File: config.mk
export PLATFORM = sky130hd
export DESIGN_NAME = dma_apb_cfg_master
export DESIGN_NICKNAME = d
export VERILOG_FILES = /design/src/rtl/dma_pkg.sv /design/src/rtl/apb_write_port.sv /design/src/rtl/dma_apb_cfg_master.sv
export SDC_FILE = /design/constraint.sdc
export NUM_CORES = 1
export LEC_CHECK = 0
export ABC_AREA = 1
export BUFFER_PORTS_ARGS = -buffer_cell sky130_fd_sc_hd__buf_2
export CORE_ASPECT_RATIO = 0.6
export CORE_MARGIN = 5
export CORE_UTILIZATION = 35
export CTS_BUF_LIST = sky130_fd_sc_hd__clkbuf_4 sky130_fd_sc_hd__clkbuf_8
export DETAILED_ROUTE_END_ITERATION = 7
export GPL_ROUTABILITY_DRIVEN = 0
export SLEW_MARGIN = 5
export SYNTH_ARGS = -nofsm -noshare
export SYNTH_HDL_FRONTEND = slang
export SYNTH_SLANG_ARGS = --single-unit
File: constraint.sdc
create_clock -name CLK -period 2.2 [get_ports CLK]
set_input_delay 0.22 -clock CLK [delete_from_list [all_inputs] [get_ports CLK]]
set_output_delay 0.22 -clock CLK [all_outputs]
set_load 0.05 [all_outputs]
File: src/rtl/dma_pkg.sv
// DMA register map, completion status codes and the
// state encodings used by the APB configuration master.
package dma_pkg;

   localparam logic [7:0] DMA_SRC_OFS  = 8'h00;
   localparam logic [7:0] DMA_DST_OFS  = 8'h04;
   localparam logic [7:0] DMA_SIZE_OFS = 8'h08;
   localparam logic [7:0] DMA_MODE_OFS = 8'h0C;
   localparam logic [7:0] DMA_INT_OFS  = 8'h10;

   typedef enum logic [1:0] {
      DMA_OK       = 2'd0,
      DMA_TIMEOUT  = 2'd1,
      DMA_ERR_SIZE = 2'd2
   } dma_status_e;

   // SETUP/ACCESS live in apb_write_port; XFER covers both here
   localparam logic [1:0] ST_IDLE   = 2'd0;
   localparam logic [1:0] ST_XFER   = 2'd1;
   localparam logic [1:0] ST_WAIT   = 2'd2;
   localparam logic [1:0] ST_REPORT = 2'd3;

   function automatic logic [7:0] dma_reg_ofs(input logic [2:0] idx);
      logic [7:0] ofs;
      case (idx)
         3'd0:    ofs = DMA_SRC_OFS;
         3'd1:    ofs = DMA_DST_OFS;
         3'd2:    ofs = DMA_SIZE_OFS;
         3'd3:    ofs = DMA_MODE_OFS;
         default: ofs = DMA_INT_OFS;
      endcase
      return ofs;
   endfunction

endpackage

File: src/rtl/apb_write_port.sv
// Single APB write: SETUP then ACCESS until PREADY or timeout.
// addr/data are held stable by the caller for the whole write.
module apb_write_port #(
   parameter int ADDR_WIDTH     = 32,
   parameter int DATA_WIDTH     = 32,
   parameter int TIMEOUT_CYCLES = 65535
) (
   input  logic                  CLK,
   input  logic                  RST,
   input  logic                  start,
   input  logic [ADDR_WIDTH-1:0] addr,
   input  logic [DATA_WIDTH-1:0] data,
   output logic                  done,
   output logic                  timeout,
   output logic                  PSEL,
   output logic                  PENABLE,
   output logic                  PWRITE,
   output logic [ADDR_WIDTH-1:0] PADDR,
   output logic [DATA_WIDTH-1:0] PWDATA,
   input  logic                  PREADY
);

   localparam logic [15:0] TO_LAST = 16'(TIMEOUT_CYCLES - 1);

   logic        psel_q;
   logic        pen_q;
   logic [15:0] timer_q;
   logic        access;

   assign access  = psel_q & pen_q;
   assign done    = access & PREADY;
   assign timeout = access & ~PREADY & (timer_q >= TO_LAST);

   assign PSEL    = psel_q;
   assign PENABLE = pen_q;
   assign PWRITE  = psel_q;
   assign PADDR   = psel_q ? addr : '0;
   assign PWDATA  = psel_q ? data : '0;

   // start wins over done so back-to-back writes need no idle cycle
   always_ff @(posedge CLK) begin
      if (RST) begin
         psel_q  <= 1'b0;
         pen_q   <= 1'b0;
         timer_q <= '0;
      end else if (start) begin
         psel_q <= 1'b1;
         pen_q  <= 1'b0;
      end else if (psel_q & ~pen_q) begin
         pen_q   <= 1'b1;
         timer_q <= '0;
      end else if (done | timeout) begin
         psel_q <= 1'b0;
         pen_q  <= 1'b0;
      end else if (access && timer_q != 16'hFFFF) begin
         timer_q <= timer_q + 16'd1;
      end
   end

endmodule

File: src/rtl/dma_apb_cfg_master.sv
// Programs the DMA over APB from one descriptor, waits for INTR,
// clears it and reports a status word back to the requester.
module dma_apb_cfg_master
   import dma_pkg::*;
#(
   parameter int                    ADDR_WIDTH     = 32,
   parameter int                    DATA_WIDTH     = 32,
   parameter logic [ADDR_WIDTH-1:0] BASE_ADDR      = '0,
   parameter int                    TIMEOUT_CYCLES = 65535
) (
   input  logic                  CLK,
   input  logic                  RST,
   input  logic                  desc_valid,
   output logic                  desc_ready,
   input  logic [DATA_WIDTH-1:0] desc_src,
   input  logic [DATA_WIDTH-1:0] desc_dst,
   input  logic [DATA_WIDTH-1:0] desc_size,
   output logic                  done_valid,
   input  logic                  done_ready,
   output logic [1:0]            done_status,
   output logic                  busy,
   output logic                  PSEL,
   output logic                  PENABLE,
   output logic                  PWRITE,
   output logic [ADDR_WIDTH-1:0] PADDR,
   output logic [DATA_WIDTH-1:0] PWDATA,
   input  logic                  PREADY,
   input  logic                  INTR
);

   localparam logic [15:0] TO_LAST = 16'(TIMEOUT_CYCLES - 1);

   logic [1:0]            state_q;
   logic [2:0]            idx_q;
   logic [DATA_WIDTH-1:0] src_q;
   logic [DATA_WIDTH-1:0] dst_q;
   logic [DATA_WIDTH-1:0] size_q;
   dma_status_e           status_q;
   logic [15:0]           timer_q;

   logic                  accept;
   logic                  intr_to;
   logic                  wr_start;
   logic                  wr_done;
   logic                  wr_timeout;
   logic [ADDR_WIDTH-1:0] wr_addr;
   logic [DATA_WIDTH-1:0] wr_data;

   assign desc_ready  = (state_q == ST_IDLE);
   assign busy        = ~desc_ready;
   assign done_valid  = (state_q == ST_REPORT);
   assign done_status = status_q;

   assign accept  = desc_ready & desc_valid;
   assign intr_to = (timer_q >= TO_LAST);

   assign wr_start =
      (accept & (desc_size != '0)) |
      ((state_q == ST_XFER) & wr_done & (idx_q < 3'd3)) |
      ((state_q == ST_WAIT) & (INTR | intr_to));

   assign wr_addr = BASE_ADDR + ADDR_WIDTH'(dma_reg_ofs(idx_q));

   always_comb begin
      wr_data = DATA_WIDTH'(1);
      case (idx_q)
         3'd0:    wr_data = src_q;
         3'd1:    wr_data = dst_q;
         3'd2:    wr_data = size_q;
         default: wr_data = DATA_WIDTH'(1);
      endcase
   end

   apb_write_port #(
      .ADDR_WIDTH     (ADDR_WIDTH),
      .DATA_WIDTH     (DATA_WIDTH),
      .TIMEOUT_CYCLES (TIMEOUT_CYCLES)
   ) u_wr (
      .CLK     (CLK),
      .RST     (RST),
      .start   (wr_start),
      .addr    (wr_addr),
      .data    (wr_data),
      .done    (wr_done),
      .timeout (wr_timeout),
      .PSEL    (PSEL),
      .PENABLE (PENABLE),
      .PWRITE  (PWRITE),
      .PADDR   (PADDR),
      .PWDATA  (PWDATA),
      .PREADY  (PREADY)
   );

   always_ff @(posedge CLK) begin
      if (RST) begin
         state_q  <= ST_IDLE;
         idx_q    <= '0;
         src_q    <= '0;
         dst_q    <= '0;
         size_q   <= '0;
         status_q <= DMA_OK;
         timer_q  <= '0;
      end else begin
         unique case (state_q)
            ST_IDLE: if (desc_valid) begin
               src_q  <= desc_src;
               dst_q  <= desc_dst;
               size_q <= desc_size;
               if (desc_size == '0) begin
                  status_q <= DMA_ERR_SIZE;
                  state_q  <= ST_REPORT;
               end else begin
                  status_q <= DMA_OK;
                  idx_q    <= '0;
                  state_q  <= ST_XFER;
               end
            end
            ST_XFER: if (wr_timeout) begin
               status_q <= DMA_TIMEOUT;
               state_q  <= ST_REPORT;
            end else if (wr_done) begin
               if (idx_q < 3'd3) begin
                  idx_q <= idx_q + 3'd1;
               end else if (idx_q == 3'd3) begin
                  timer_q <= '0;
                  state_q <= ST_WAIT;
               end else begin
                  state_q <= ST_REPORT;
               end
            end
            // a missing INTR still gets the INT write to clear the DMA
            ST_WAIT: if (INTR) begin
               idx_q   <= 3'd4;
               state_q <= ST_XFER;
            end else if (intr_to) begin
               status_q <= DMA_TIMEOUT;
               idx_q    <= 3'd4;
               state_q  <= ST_XFER;
            end else if (timer_q != 16'hFFFF) begin
               timer_q <= timer_q + 16'd1;
            end
            ST_REPORT: if (done_ready) begin
               state_q <= ST_IDLE;
            end
         endcase
      end
   end

endmodule

======== After elaboration in Yosys (flattened, before gate mapping) ========
Index checks and enable logic that the tools add are counted.
word-level totals
  bits in read-only memories .............. 0
  flip-flop bits (word level) ............. 137
  bits of input ports ..................... 102
  bits in latches ......................... 0
  RAM bits ................................ 0
  logic and storage cells ................. 120
  memories kept ........................... 0
operators by class
  bitwise operators ....................... 18
  reductions and logical operators ........ 18
  add/subtract/negate cells ............... 3
  muxes and demuxes ....................... 42
  eq/ne operators ......................... 26
  magnitude comparators ................... 3
  shift operators ......................... 0
  multiply operators ...................... 0
  div/mod/pow operators ................... 0
operators with widths
  operator                                                count
  2-to-1 mux 16 bit                                       10
  one-hot mux 32 bit (3 select lines)                     1
  adder 16 x 1 -> 16 bit (second input constant)          2
  >= comparator 16 bit (second input constant)            2
  logical NOT 32 bit                                      1
  2-to-1 mux 32 bit                                       1
  inequality test 16 bit (second input constant)          2
  one-hot mux 16 bit (2 select lines)                     1
  nonzero test 32 bit                                     1
  2-to-1 mux 2 bit                                        12
  2-to-1 mux 3 bit                                        7
  one-hot mux 5 bit (4 select lines)                      1
  inequality test 2 x 1 -> 1 bit (second input constant)  8
  inequality test 2 bit (second input constant)           7
  AND 1 bit                                               10
  AND reduction 5 bit                                     2
  one-hot mux 3 bit (3 select lines)                      1
  one-hot mux 2 bit (4 select lines)                      1
  AND reduction 8 bit                                     1
  nonzero test 2 bit                                      4
  AND reduction 7 bit                                     1
  == test 3 x 2 -> 1 bit (second input constant)          2
  one-hot mux 2 bit (3 select lines)                      1
  2-to-1 mux 1 bit                                        5
  18 further kinds                                        26

======== Longest topological paths before layout ========
  depth after elaboration ................. 8
  depth in mapped cells ................... 14

======== By module ========
From an unflattened synthesis, not the netlist that was laid out.
unflattened totals
  cell total of the unflattened synthesis .. 1203
  area total of the unflattened synthesis .. 7375.8 um2
by module, submodules not included
  module              cells each  area each (um2)  times used  seq. area each (um2)
  dma_apb_cfg_master  868         5672.9           1           2382.3
  apb_write_port      335         1702.9           1           360.3

======== Worst setup path before layout ========
Ideal clock, no wire load.
  path type ............................... register -> output
  start ................................... register idx_q[0]
  end ..................................... output PADDR[4]
  required time ........................... 1980 ps
  arrival ................................. 2117 ps
  stages on the path, launching flop included .. 7
  setup slack ............................. -137 ps
  path buffers ............................ 1
  cell sequence ........................... dfxtp_1 inv_1 ha_1 nand2_1 inv_1 clkbuf_1 nor3_1
between the ends
  word-level cells in the longest chain between the ends .. 3
  elaborated cells on any way between the ends .. 6
  classes of those cells .................. 3 x eq/ne; 2 x mux; 1 x reduce/logical
ends and longest elaborated chain
  element                                               RTL line                   source
  start: declaration                                    dma_apb_cfg_master.sv:34   logic [2:0] idx_q;
  start signal: assignment                              dma_apb_cfg_master.sv:123  idx_q <= idx_q + 3'd1;
  == test 3 x 2 -> 1 bit, or another cell as far along  dma_pkg.sv:25              case (idx)
  one-hot mux 5 bit (4 select lines) (*)                dma_pkg.sv:25
  2-to-1 mux 5 bit (*)                                  apb_write_port.sv:37       assign PADDR = psel_q ? addr : '0;
  end: declaration                                      dma_apb_cfg_master.sv:25   output logic [ADDR_WIDTH-1:0] PADDR,
Mark *: on every way between the ends. The rest lies on a longest branch, timed or not.

======== Worst setup path in the final report ========
Same ends and word-level chain as after synthesis.

==> results.md <==
Run status:
- The run finished with clean final reports.

CTS:
- The clock passes through at most 2 buffers.
- The CTS tree is built.
- Clock-pin slew was measured on the worst setup and hold paths at 0.08 ns.
- The clock net in this run drives a total of roughly 140 sinks.
- The number of clock buffers added by TritonCTS is 17.
- In this run the number of H-tree levels came out at 4.
- The cell sitting at the root of the clock tree is a clkbuf_8.
- The clock latency on the worst-skew pair is roughly 0.46 ns.

Global route:
- In the global route stage, overall resource usage came out at 0.208.
- The number of global-route vias before repair is 7022.
- The pin count of the biggest net entering global routing is 77.
- The number of antenna violations at the first check in global routing is 3.
- For this run the aggregate overflow at the end of global routing stands at 0.
- The first-pass GRT wire length is around 39 mm.

Timing:
- The least setup slack across all paths after layout is 0.0298 ns.
- Setup repair after global routing could not meet its margin everywhere.
- Of the available clock period, the critical path in the final layout requires 0.986.
- In this run the tightest slew margin relative to its limit is 0.650.
- Summed over all failing endpoints, the final setup total negative slack is 0 ns.
- For the pin with the worst max-slew slack, the measured transition is 0.519 ns.
- Between clock sinks in the finished design, the worst skew comes to between 0.01 and 0.015 ns.
- The number of pins exceeding their max-slew limit in the final report came to 0.
- The number of hold violations in the final report is 0.
- Setup violations remaining at the end of the flow were counted as 0.
- The clock period minus final worst setup slack is about 2.2 ns.
- The maximum clock frequency is about 460 MHz.

Layout:
- The most common cell after layout, fill and taps aside is nor2_1.
- The library cells used most frequently in the layout, excluding fill and tap cells, are 256 x nor2_1, 188 x nand2_1, 134 x dfxtp_1.
- The area growth from synthesis to layout is 28.6%.
- The repair_antennas step left the layout with diodes totalling 0.
- The core occupancy in the finished layout is 0.462.
- The share of post-route cells with drive strength above 1 is 0.253.
- The layout net count is between 1k and 1.5k.

Hold path:
- The start point of the worst min-delay path is desc_size[12].
- Counting instances, the worst hold path has a depth of 3.
- The worst hold path belongs to the class in -> reg.
- The path with the worst hold slack has its endpoint at size_q[12]$_SDFFE_PP0N_.

Setup path:
- The critical path is of the reg -> out type.
- The critical path goes through buf_4 -> ha_1 -> ha_1 -> inv_1 -> nand3_1 -> nor3_2 -> buf_4.
- The count of buffer and inverter cells on the critical path is 3.
- The startpoint class of the critical path is a flop.
- The worst setup path is captured at an output pin.
- The peak fanout along the critical path is 4.
- The peak per-stage delay on the critical path is roughly 0.37 ns.
- The endpoint identified for the worst register-to-register timing path is timer_q[13]$_SDFFE_PP0P_.
- The slack of the worst reg-to-reg path is roughly 0.16 ns.
- The number of cells on the worst reg-to-reg path is 12.
- The startpoint of the lowest-slack register-to-register path is idx_q[0]$_SDFFE_PP0P_.
- The required time of the critical path is between 1.5 and 2 ns.
- The arrival time at the worst endpoint is a little under 2 ns.
- The largest delay contributor family on the critical path is buffers and inverters.
- The slowest stage of the critical path belongs to the cell dfxtp_4.

Synth:
- Counting distinct cell types in the post-synthesis netlist gives 44.
- The share of the Yosys chip area taken by registers is 0.378.
- The average instance in the mapped netlist occupies roughly 6.6 um^2.
- The synthesized netlist cell count is roughly 1.1k.
- The number of flip-flops and latches in the synthesized netlist is 137.
- Yosys printed 0 warnings.
- The mapped cell area is slightly above 7000 um^2.

Drt:
- The detailed router finished its first iteration with slightly above 600 violations.
- Detailed routing inserted a total of between 7k and 8k vias.
- The number of routed nets with antenna violations is 0.
- The residual DRC count is 0.
- The routed design has about 25 mm of wire.
- In the routed layout, each cell is associated on average with a via count of 4.84.
- The number of optimization iterations in the first detailed-route pass is 5.
- Dividing the detail-routed wire length by the instance count gives between 15 and 20 um.

Placement:
- The count of input and output buffers is 144.
- The sum of net half-perimeters after detailed placement is about 18 mm.
- Prior to clock tree synthesis, the placed netlist has a worst setup slack of approximately 0.15 ns.

Die:
- between 150 and 200 I/O pins were placed.
- The die is around 120 um tall.
- The horizontal die dimension is a little under 200 um.
- The initial core utilization is 0.359.
- The region available for standard cell placement spans about 20000 um^2.
- The die covers 23800 um^2.
- The row count is 40.

Power:
- The static leakage is about 4.2 nW.
- Power spread over the standard cell area amounts to around 1200 nW/um^2.
- The maximum vdd ir drop is between 500 and 600 uV.

Flow run:
- The number of maximum-capacitance violations is 0.
-- cell families (layout without fill, tap and decap cells) --
family,Yosys count,after routing,share of synthesized area
buffers and inverters,163,310,0.107
adder cells (fa/ha/maj),14,14,0.0241
AO/OA/AOI/OAI,160,160,0.116
flip-flops,137,137,0.378
other,1,29,0.000516
AND/OR/NAND/NOR,613,613,0.363
XOR/XNOR,10,10,0.0121
-- what timing repair did --
item / in CTS / in global routing
endpoints found under the setup margin: 33 / 47
pin swaps: 1 / 1
cloned: 4 / 2
setup buffers: 4 / 9
gates resized for setup: 83 / 53
hold endpoints to repair: 10 / 0
hold buffers: 10 / 0
-- cell type report --
| cell class | instances | area [um^2] |
|---|---|---|
| Clock inverter | 11 | 141 |
| Tap cell | 273 | 342 |
| Sequential cell | 137 | 2750 |
| Multi-Input combinational cell | 826 | 3960 |
| Clock buffer | 21 | 289 |
| Inverter | 79 | 314 |
| Fill cell | 2136 | 10900 |
| Timing Repair Buffer | 199 | 1540 |
-- registers in the layout, summed over array words and instances, names as in the netlist --
register,flops
timer_q,16
size_q,32
idx_q,3
state_q,2
u_wr.PENABLE,1
done_status,2
u_wr.PSEL,1
u_wr.timer_q,16
src_q,32
dst_q,32
-- worst register-to-register path, stage by stage (launching register included) --
cell and delay (ns):
dfxtp_4 0.37, buf_4 0.14, ha_1 0.19, ha_1 0.19, inv_1 0.15, a21oi_1 0.09, nand3_1 0.11, nor2_1 0.07
nand2_2 0.15, buf_4 0.23, nor2_1 0.06, o21ai_0 0.15, a21oi_1 0.06
-- per-layer routing --
layer | GRT usage | routed length [um] | vias up
li1 | - | - | 3764
met2 | 0.266 | 9610 | 291
met3 | 0.0619 | 2380 | 29
met1 | 0.328 | 13100 | 3390
met4 | 0.0545 | 283 | 6
met5 | 0 | 54 | -
-- synthesized netlist by cell type, drive strengths merged --
cell,n,share of area
o21a,1,0.0010
nor3b,3,0.0038
clkbuf,41,0.021
dfxtp,137,0.38
nand3,63,0.045
a211oi,2,0.0028
o21bai,2,0.0021
nor2,277,0.16
a21oi,35,0.025
inv,79,0.041
o311ai,1,0.0012
conb,1,0.00052
nor4,1,0.00086
nand2,228,0.12
o211ai,1,0.0010
buf,43,0.045
xor2,10,0.012
a31oi,1,0.00086
a41oi,1,0.0012
nor3,12,0.0083
nand3b,1,0.0010
or2,6,0.0052
nand4,22,0.021
ha,14,0.024
o21ai,116,0.080
-- through the flow --
step / hold WS, ns / power, mW / cell area, um^2 / cells
finish: 0.0238 / 11.0 / 9340 / 1546
CTS: 0.000278 / 10.7 / 9120 / 1536
global placement: 0.452 / 7.73 / 8230 / 1486
floorplan: 0.369 / 6.50 / 7380 / 1126
global route: 0.00844 / 11.7 / 9340 / 1546
detailed placement: 0.459 / 7.76 / 8230 / 1486
-- worst max-delay path by stage --
stage / start / to / slack (ns) / cells after the start
floorplan: state_q[0]$_SDFFE_PP0P_ / idx_q[0]$_SDFFE_PP0P_ / 0.17 / 9
global placement: state_q[0]$_SDFFE_PP0P_ / timer_q[13]$_SDFFE_PP0P_ / 0.22 / 10
detailed placement: state_q[0]$_SDFFE_PP0P_ / timer_q[13]$_SDFFE_PP0P_ / 0.15 / 10
CTS: idx_q[0]$_SDFFE_PP0P_ / PWDATA[4] / -0.04 / 10
global route: idx_q[0]$_SDFFE_PP0P_ / PADDR[4] / -0.05 / 7
finish: idx_q[0]$_SDFFE_PP0P_ / PADDR[4] / 0.03 / 7
-- power by group --
part / internal, mW / switching [mW]
logic: 1.87 / 3.26
registers: 3.08 / 0.489
clock network: 1.24 / 1.03
total: 6.19 / 4.78
No activity file was read; power rests on OpenSTA's default activity.
